<file path="config.mk">
export PLATFORM = sky130hd
export DESIGN_NAME = mem_arbiter
export DESIGN_NICKNAME = d
export VERILOG_FILES = /design/src/rtl/mem_arbiter.sv
export SDC_FILE = /design/constraint.sdc
export NUM_CORES = 1
export LEC_CHECK = 0
export CAP_MARGIN = 20
export CORE_MARGIN = 2
export CORE_UTILIZATION = 40
export DETAILED_ROUTE_END_ITERATION = 10
export PLACE_DENSITY_LB_ADDON = 0.1
export SYNTH_ARGS = -nofsm -noshare
export SYNTH_HDL_FRONTEND = slang
export SYNTH_SLANG_ARGS = --single-unit
</file>
<file path="constraint.sdc">
create_clock -name clk -period 4.3 [get_ports clk]
set_input_delay 1.075 -clock clk [delete_from_list [all_inputs] [get_ports clk]]
set_output_delay 1.075 -clock clk [all_outputs]
set_load 0.05 [all_outputs]
</file>
<file path="src/rtl/mem_arbiter.sv">
// mem_arbiter: two-requester round-robin arbiter in front of a single-port
// memory. Each access occupies the memory port for one ACCESS cycle; reads
// add one RDWAIT cycle to capture mem_rdata and return it to the requester.
//
// Ports
//   clk, reset          clock, asynchronous active-low reset
//   req_i/req_we_i      per-requester request and write flag
//   req_addr_i/_wdata_i per-requester address and write data
//   gnt_o               one-cycle pulse while the requester's access is on the port
//   rsp_valid_o         one-cycle pulse qualifying rsp_rdata_o for a requester
//   rsp_rdata_o         shared read data, held until the next capture
//   mem_addr/mem_wdata  memory address/data, held outside ACCESS
//   mem_wr_en/mem_rd_en memory strobes, only during ACCESS
//   mem_rdata           memory read data, valid the cycle after mem_rd_en
module mem_arbiter #(
  parameter int ADDR_W = 16,
  parameter int DATA_W = 32
) (
  input  logic                   clk,
  input  logic                   reset,
  input  logic [1:0]             req_i,
  input  logic [1:0]             req_we_i,
  input  logic [1:0][ADDR_W-1:0] req_addr_i,
  input  logic [1:0][DATA_W-1:0] req_wdata_i,
  output logic [1:0]             gnt_o,
  output logic [1:0]             rsp_valid_o,
  output logic [DATA_W-1:0]      rsp_rdata_o,
  output logic [ADDR_W-1:0]      mem_addr,
  output logic                   mem_wr_en,
  output logic                   mem_rd_en,
  output logic [DATA_W-1:0]      mem_wdata,
  input  logic [DATA_W-1:0]      mem_rdata
);

  localparam logic [1:0] IDLE   = 2'd0;
  localparam logic [1:0] ACCESS = 2'd1;
  localparam logic [1:0] RDWAIT = 2'd2;

  logic [1:0]        state_q, state_d;
  // Last granted requester. It is also the owner of the access in flight,
  // so RDWAIT routes rsp_valid_o with it directly.
  logic              last_q, last_d;
  logic [1:0]        gnt_q, gnt_d;
  logic [1:0]        rv_q, rv_d;
  logic [DATA_W-1:0] rdata_q, rdata_d;
  logic [ADDR_W-1:0] addr_q, addr_d;
  logic [DATA_W-1:0] wdata_q, wdata_d;
  logic              wr_q, wr_d;
  logic              rd_q, rd_d;
  logic              win;

  // On a tie the requester not granted last wins; otherwise the sole requester.
  assign win = (req_i == 2'b11) ? ~last_q : req_i[1];

  always_comb begin
    state_d = state_q;
    last_d  = last_q;
    gnt_d   = 2'b00;
    rv_d    = 2'b00;
    rdata_d = rdata_q;
    addr_d  = addr_q;
    wdata_d = wdata_q;
    wr_d    = 1'b0;
    rd_d    = 1'b0;
    case (state_q)
      IDLE: begin
        if (|req_i) begin
          // Latch straight into the output registers so ACCESS drives them.
          last_d  = win;
          gnt_d   = 2'b01 << win;
          addr_d  = req_addr_i[win];
          wdata_d = req_wdata_i[win];
          wr_d    = req_we_i[win];
          rd_d    = ~req_we_i[win];
          state_d = ACCESS;
        end
      end
      ACCESS:  state_d = rd_q ? RDWAIT : IDLE;
      RDWAIT: begin
        rdata_d = mem_rdata;
        rv_d    = 2'b01 << last_q;
        state_d = IDLE;
      end
      default: state_d = IDLE;
    endcase
  end

  always_ff @(posedge clk or negedge reset) begin
    if (!reset) begin
      state_q <= IDLE;
      last_q  <= 1'b1;
      gnt_q   <= '0;
      rv_q    <= '0;
      rdata_q <= '0;
      addr_q  <= '0;
      wdata_q <= '0;
      wr_q    <= 1'b0;
      rd_q    <= 1'b0;
    end else begin
      state_q <= state_d;
      last_q  <= last_d;
      gnt_q   <= gnt_d;
      rv_q    <= rv_d;
      rdata_q <= rdata_d;
      addr_q  <= addr_d;
      wdata_q <= wdata_d;
      wr_q    <= wr_d;
      rd_q    <= rd_d;
    end
  end

  assign gnt_o       = gnt_q;
  assign rsp_valid_o = rv_q;
  assign rsp_rdata_o = rdata_q;
  assign mem_addr    = addr_q;
  assign mem_wdata   = wdata_q;
  assign mem_wr_en   = wr_q;
  assign mem_rd_en   = rd_q;

endmodule

</file>
==> results of run 1 <==
==> metal layers <==
metal	global-route usage (%)	part of all wire, %
met4	6.74	1.5
met5	0	0
met2	35.8	49
met3	5.34	7.4
met1	26.7	42
==> registers in the layout, summed over array words and instances (netlist names) <==
signal and flops:
mem_wdata 32, rsp_valid_o 2, state_q 2, mem_rd_en 1
mem_wr_en 1, mem_addr 16, gnt_o 2, last_q 1
rsp_rdata_o 32
==> logic make-up (layout without fill, tap and decap cells) <==
group / after synthesis / count (layout) / share of synthesized area, %
DFF: 89 / 89 / 61.5
and+or+nand+nor: 59 / 59 / 9.57
AOI/OAI and AO/OA: 55 / 55 / 14.9
muxes: 33 / 33 / 10.2
buffers and inverters: 27 / 245 / 3.83
==> final timing paths <==
kind | from | to | slack (ps) | cells after the start
hold / removal | rsp_rdata_o[26] | rsp_rdata_o[26] | 500 | 1
setup / recovery | mem_wdata[19] | mem_wdata[19] | 1680 | 1
max in group asynchronous | reset | last_q | 2610 | 2
min in group asynchronous | reset | rsp_rdata_o[29] | 830 | 1
hold reg to reg | rsp_rdata_o[26] | rsp_rdata_o[26] | 500 | 1
setup reg to reg | state_q[1] | mem_addr[14] | 2710 | 4
==> metrics by stage <==
step | hold slack, ps | utilization, %
after detailed placement | 481 | 67.2
after global placement | 473 | 67.2
after global routing | 516 | 69.9
after floorplan | 445 | -
final | 498 | 69.9
after CTS | 503 | 69.6
==> cell type report <==
type / count / area [um2] / share of cell area, %
Sequential cell: 89 / 2230 / 36.4
Multi-Input combinational cell: 147 / 1280 / 21.0
Timing Repair Buffer: 226 / 2250 / 36.8
Clock buffer: 10 / 138 / 2.25
Clock inverter: 6 / 72.6 / 1.19
Inverter: 3 / 11.3 / 0.184
Tap cell: 108 / 135 / 2.21
==> report_power, final <==
group	leakage, nW	switching [mW]	internal [mW]	total (mW)
logic	1.51	1.82	1.04	2.86
clock network	0.104	0.307	0.292	0.599
registers	1.08	0.213	1.22	1.43
==> layout by cell type (no fill, tap or decap), drive strengths merged <==
master,Yosys,final
a211oi,3,3
a21bo,1,1
a21boi,1,1
a221o,46,46
a2bb2oi,2,2
and2,1,1
and3,46,46
buf,11,8
bufinv,0,1
clkbuf,13,10
clkdlybuf4s50,0,218
clkinv,0,1
clkinvlp,0,1
dfrtp,88,88
dfstp,1,1
inv,3,6
mux2,32,32
mux2i,1,1
nand2,3,3
nand2b,1,1
nor2,7,7
o21ai,1,1
o22ai,1,1
or2,1,1
==> results.yml, run 1 <==
worst_setup_path:
  crit_arrival_ps: 1540
  crit_family: "buffers and inverters"
  cpPeakStageDelay_ps: 810
  cp-start-kind: "register"
  criticalPathCategory: "reg2out"
  critical_path.slowest_cell: "clkdlybuf4s50_1"
  path_cells: "clkdlybuf4s50_1"
  path_max_fanout: 2
  path_buf_inv: 1
  critPathCaptureType: "primary output"
  cp.required_ps: 3220
yosys:
  yosys_register_bits: 89
  netlist_instances: 263
  synth_area_leaders: "dfrtp_1 (61%), a221o_1 (13%), mux2_1 (8.7%), and3_1 (7.9%), clkbuf_1 (1.3%)"
  async_flop_share_pct: 100
  syn_area_per_cell_um2: 13.8
  synth_top_area_cell: "dfrtp_1"
  synth-main-ff-cell: "dfrtp_1"
  synthTopCellsByCount: "dfrtp_1 (88), a221o_1 (46), and3_1 (46)"
  yosysWarnings: 0
  synth_most_common_cell: "dfrtp_1"
  synth_cell_type_count: 25
  netlist_area_um2: 3620
  syn-num-nets: 397
  ys_seq_area_share_pct: 61.5
  synth_edf_count: 0
  yosys.area.top_type_share_pct: 60.8
finish:
  fin_nets: 610
  syn2layout_area_growth_pct: 69.1
  layout-drive-gt1-share_pct: 7.69
  design_area_um2: 6120
  antennaDiodeCount: 0
  layout.cells.non_filler: 589
  n_fill_cell: 691
cts:
  hold_buffers: 0
  clk_pin_slew_worst_paths_ps: 100
  tritoncts: "done"
  ctsLongestPathBuffers: 2
  cts_root_buf: "clkbuf_8"
  numCtsBuffers: 9
  htree_levels: 3
  ctsResizeCount: 0
  clock_sinks: 89
  cts_setup_buffers: 0
  clkLatencyLatePin_ps: 350
timing:
  tns_ps: 0
  fmax_ghz: 0.382
  fin_skew_ps: 14.9
  setup_violations: 0
  post-route-min-period_ps: 2620
  worst_slack_ps: 1680
  finalCritPeriodShare_pct: 60.9
  slew_headroom_pct: 40.0
  tightest_slew_ps: 900
  slew_viol_final: 0
  rsz0062_at_grt: "no"
  hold_viol: 0
floorplan:
  dieArea_um2: 9830
  fp.dieW_um: 99.2
  ioPinCount: 220
  core_um2: 8760
  start_util_pct: 41.3
  die_h_um: 99.2
  rows: 34
grt:
  antenna_found_initial: 0
  grt_pass1_vias: 3203
  grt.total_usage_pct: 21.1
  grt_max_degree: 73
  grt_pass1_wl_um: 16400
  overflow: 0
placement:
  preCtsSetupSlack_ps: 1120
  place.gp.congestion: 0.764
  placed_cell_area_um2: 5890
  port_buffers: 219
  dpl.hpwl_um: 7530
  dp.cells: 572
power_and_ir_drop:
  ir_drop_v: 0.000366
  leakage_nw: 2.69
  total_power_mw: 4.89
  powerDensity_nw_per_um2: 798
status:
  status: "complete, no violations"
route:
  vias_per_cell: 5.21
  drtPass1Iterations: 4
  vias: 3067
  wire_per_inst_um: 17.8
  antenna_left: 0
  wl_um: 10500
  drtIter0Drc: 128
  drc_errors: 0
job:
  maxCapViolations: 0
min_path:
  hp-class: "reg2reg"
No activity file was read; power rests on OpenSTA's default activity.
==> run 2, diff against run 1 <==
CORE_UTILIZATION = 34   (was 40)
clock period = 2.15 ns   (was 4.3 ns; I/O delays follow)
==> results.yml, run 2 (synthesis gave the netlist of run 1 again) <==
power_and_ir_drop:
  p_switching_mw: 4.69
  p_seq_share_pct: 29.0
  leakage_nw: 2.76
  combPwrFrac_pct: 57.9
  ir_drop_v: 0.000742
  p_sw_share_pct: 47.1
  p_int_mw: 5.26
  powerDensity_nw_per_um2: 1580
  pwr-share-clk_pct: 13.2
grt:
  grt_pass1_wl_um: 16300
  grt_max_degree: 38
  overflow: 0
  grt.total_usage_pct: 18.4
  grt_pass1_vias: 3297
  antenna_found_initial: 0
timing:
  rsz0062_at_grt: "no"
  tns_ps: 0
  slew_viol_final: 0
  fin_hold_ws_ps: 143
  hold_viol: 0
  fin_skew_ps: 11.2
  post-route-min-period_ps: 2090
  slew_headroom_pct: 64.3
  finalCritPeriodShare_pct: 97.1
  tightest_slew_ps: 534
  fmax_ghz: 0.479
  setup_violations: 0
placement:
  dp.cells: 608
  port_buffers: 219
  place.gp.congestion: 0.753
  placed_cell_area_um2: 6050
  dpl.hpwl_um: 7980
cts:
  clock_sinks: 89
  clk_pin_slew_worst_paths_ps: 100
  hold_buffers: 0
  ctsResizeCount: 0
  numCtsBuffers: 9
  htree_levels: 3
  cts_root_buf: "clkbuf_8"
  ctsLongestPathBuffers: 2
  tritoncts: "done"
  cts_setup_buffers: 0
  clkLatencyLatePin_ps: 340
worst_setup_path:
  critPathCaptureType: "primary output"
  cp-start-kind: "register"
  rr_worst_depth: 4
  reg2reg_slack_ps: 650
  cp.required_ps: 1610
  crit_arrival_ps: 1550
  critical_path.slowest_cell: "clkdlybuf4s50_1"
  reg2reg_from: "state_q[1]"
  criticalPathCategory: "reg2out"
  rr_endpoint: "mem_wdata[19]"
  path_max_fanout: 2
  path_cells: "clkdlybuf4s50_1"
  path_buf_inv: 1
  cpPeakStageDelay_ps: 820
  crit_family: "buffers and inverters"
floorplan:
  core_um2: 10300
  ioPinCount: 220
  dieArea_um2: 11500
  start_util_pct: 35.1
  fp.dieW_um: 107
  die_h_um: 107
  rows: 37
finish:
  design_area_um2: 6280
  final_common_cell: "clkdlybuf4s50_1"
  fin_util_pct: 60.8
  layout_common_cells: "clkdlybuf4s50_1 (216), dfrtp_1 (88), and3_1 (46), a221o_1 (46), mux2_1 (28)"
  layout-drive-gt1-share_pct: 9.43
  antennaDiodeCount: 0
  layout.cells.non_filler: 624
  syn2layout_area_growth_pct: 73.4
  fin_nets: 617
route:
  vias: 3118
  drtPass1Iterations: 4
  wire_per_inst_um: 17.1
  vias_per_cell: 5.00
  drtIter0Drc: 99
  wl_um: 10700
  antenna_left: 0
  drc_errors: 0
job:
  maxCapViolations: 0
min_path:
  hp-class: "in2async"
status:
  status: "complete, no violations"
## run 2: metrics by stage
step	setup WS, ps	power (mW)
floorplan	627	6.49
detailed placement	118	8.70
CTS	26.7	10.0
finish	61.6	9.95
global placement	144	8.63
global route	4.65	10.4
## run 2: how the worst max path moves through the flow
stage / startpoint / end / slack [ps] / cells after the start
finish: mem_addr[0] / mem_addr[0] / 60 / 1
global route: rsp_rdata_o[9] / rsp_rdata_o[9] / 5 / 1
CTS: mem_addr[0] / mem_addr[0] / 30 / 1
detailed placement: req_i[0] / mem_addr[3] / 120 / 5
global placement: req_i[0] / mem_addr[3] / 140 / 5
floorplan: req_i[1] / mem_addr[10] / 630 / 5
## run 2: area by class of cell
cell class / count / area [um2]
Timing Repair Buffer: 233 / 2350
Sequential cell: 89 / 2230
Fill cell: 866 / 4040
Multi-Input combinational cell: 147 / 1280
Clock inverter: 6 / 97.6
Inverter: 3 / 11.3
Tap cell: 136 / 170
Clock buffer: 10 / 138
## run 2: routing by layer
| metal | wire (um) | global-route usage [%] | vias up |
|---|---|---|---|
| li1 | - | - | 1450 |
| met3 | 866 | 4.86 | 12 |
| met4 | 187 | 7.51 | 0 |
| met1 | 4360 | 22.7 | 1514 |
| met2 | 5240 | 30.5 | 142 |
| met5 | 0 | 0 | - |
## run 2: power by group through the flow
stage	Sequential [mW]	Combinational, mW	Clock, mW
2_1_floorplan	5.50	0.993	0
3_3_place_gp	2.88	5.75	0
3_5_place_dp	2.88	5.82	0
4_1_cts	2.88	5.81	1.35
5_1_grt	2.98	5.99	1.43
6_report	2.88	5.75	1.31
==> run 3, diff against run 2 <==
GPL_TIMING_DRIVEN = 0   (was default)
==> results.yml, run 3 (synthesis gave the netlist of run 1 again) <==
power_and_ir_drop:
  ir_drop_v: 0.000716
  powerDensity_nw_per_um2: 1610
  leakage_nw: 2.75
  total_power_mw: 10.1
floorplan:
  die_h_um: 107
  start_util_pct: 35.1
  fp.dieW_um: 107
  dieArea_um2: 11500
  rows: 37
  core_um2: 10300
  ioPinCount: 220
grt:
  overflow: 0
  grt_pass1_wl_um: 16100
  grt.total_usage_pct: 18.1
  antenna_found_initial: 0
  grt_pass1_vias: 3283
  grt_max_degree: 50
cts:
  numCtsBuffers: 9
  ctsResizeCount: 0
  hold_buffers: 0
  tritoncts: "done"
  htree_levels: 3
  cts_root_buf: "clkbuf_8"
  clkLatencyLatePin_ps: 350
  cts_setup_buffers: 0
  ctsLongestPathBuffers: 2
  clk_pin_slew_worst_paths_ps: 90
  clock_sinks: 89
status:
  status: "complete, no violations"
finish:
  fin_nets: 628
  n_fill_cell: 857
  layout_common_cells: "clkdlybuf4s50_1 (218), dfrtp_1 (88), and3_1 (46), a221o_1 (46), mux2_1 (28)"
  fin_util_pct: 60.8
  antennaDiodeCount: 0
  design_area_um2: 6280
  syn2layout_area_growth_pct: 73.4
  layout.cells.non_filler: 635
  layout-drive-gt1-share_pct: 8.02
  final_common_cell: "clkdlybuf4s50_1"
timing:
  setup_violations: 0
  slew_viol_final: 0
  fmax_ghz: 0.480
  finalCritPeriodShare_pct: 96.8
  worst_slack_ps: 67.8
  slew_headroom_pct: 63.7
  hold_viol: 0
  fin_hold_ws_ps: 158
  tns_ps: 0
  rsz0062_at_grt: "no"
  tightest_slew_ps: 543
  post-route-min-period_ps: 2080
  fin_skew_ps: 14.6
route:
  vias_per_cell: 4.90
  antenna_left: 0
  wl_um: 10600
  drtIter0Drc: 105
  wire_per_inst_um: 16.7
  drc_errors: 0
  drtPass1Iterations: 4
  vias: 3109
placement:
  placed_cell_area_um2: 6010
  port_buffers: 219
  place.gp.congestion: 0.754
  preCtsSetupSlack_ps: -230
  dp.cells: 619
  dpl.hpwl_um: 8090
job:
  maxCapViolations: 0
worst_setup_path:
  path_max_fanout: 2
  path_cells: "clkdlybuf4s50_1"
  critPathCaptureType: "primary output"
  cpPeakStageDelay_ps: 820
  cp-start-kind: "register"
  cp.required_ps: 1610
  crit_family: "buffers and inverters"
  criticalPathCategory: "reg2out"
  critical_path.slowest_cell: "clkdlybuf4s50_1"
  crit_arrival_ps: 1540
  path_buf_inv: 1
  reg2reg_slack_ps: 470
min_path:
  hp-class: "in2async"
-- run 3: cell types whose count changed in the layout (fill, tap and decap cells not counted), sizes merged --
cell	before	now
buf	17	13
clkinv	2	0
clkbuf	10	22
clkdlybuf4s50	216	218
inv	5	6
bufinv	2	4
-- run 3: final timing paths --
check | start | endpoint | cells after the start
max | mem_addr[0] | mem_addr[0] | 1
min | reset | rsp_rdata_o[24] | 1
max reg2reg | state_q[1] | mem_wdata[21] | 5
min reg2reg | state_q[1] | state_q[1] | 1
max in group asynchronous | reset | mem_wdata[4] | 2
min in group clk | state_q[1] | state_q[1] | 1
-- run 3: power by group --
part | switching [mW] | leakage (nW) | internal, mW | total (mW)
clock | 0.614 | 0.135 | 0.902 | 1.52
sequential | 0.426 | 1.08 | 2.44 | 2.86
combinational | 3.63 | 1.54 | 2.09 | 5.72
-- run 3: layout make-up --
cell class	count	area, um2	area share [%]
multi-input combinational	147	1250	20.0
buffer	24	128	2.03
sequential	89	2230	35.5
clock buffer	9	124	1.97
clock inverter	7	146	2.33
timing repair buffer	220	2220	35.3
inverter	3	11.3	0.179
tap	136	170	2.71
-- run 3: metal layers --
layer / up-vias / GRT usage [%] / share of wire, %
met5: - / 0 / 0
met4: 0 / 7.61 / 2.5
met3: 20 / 5.17 / 8.5
met2: 133 / 30.5 / 48
met1: 1484 / 21.6 / 41
li1: 1472 / - / -
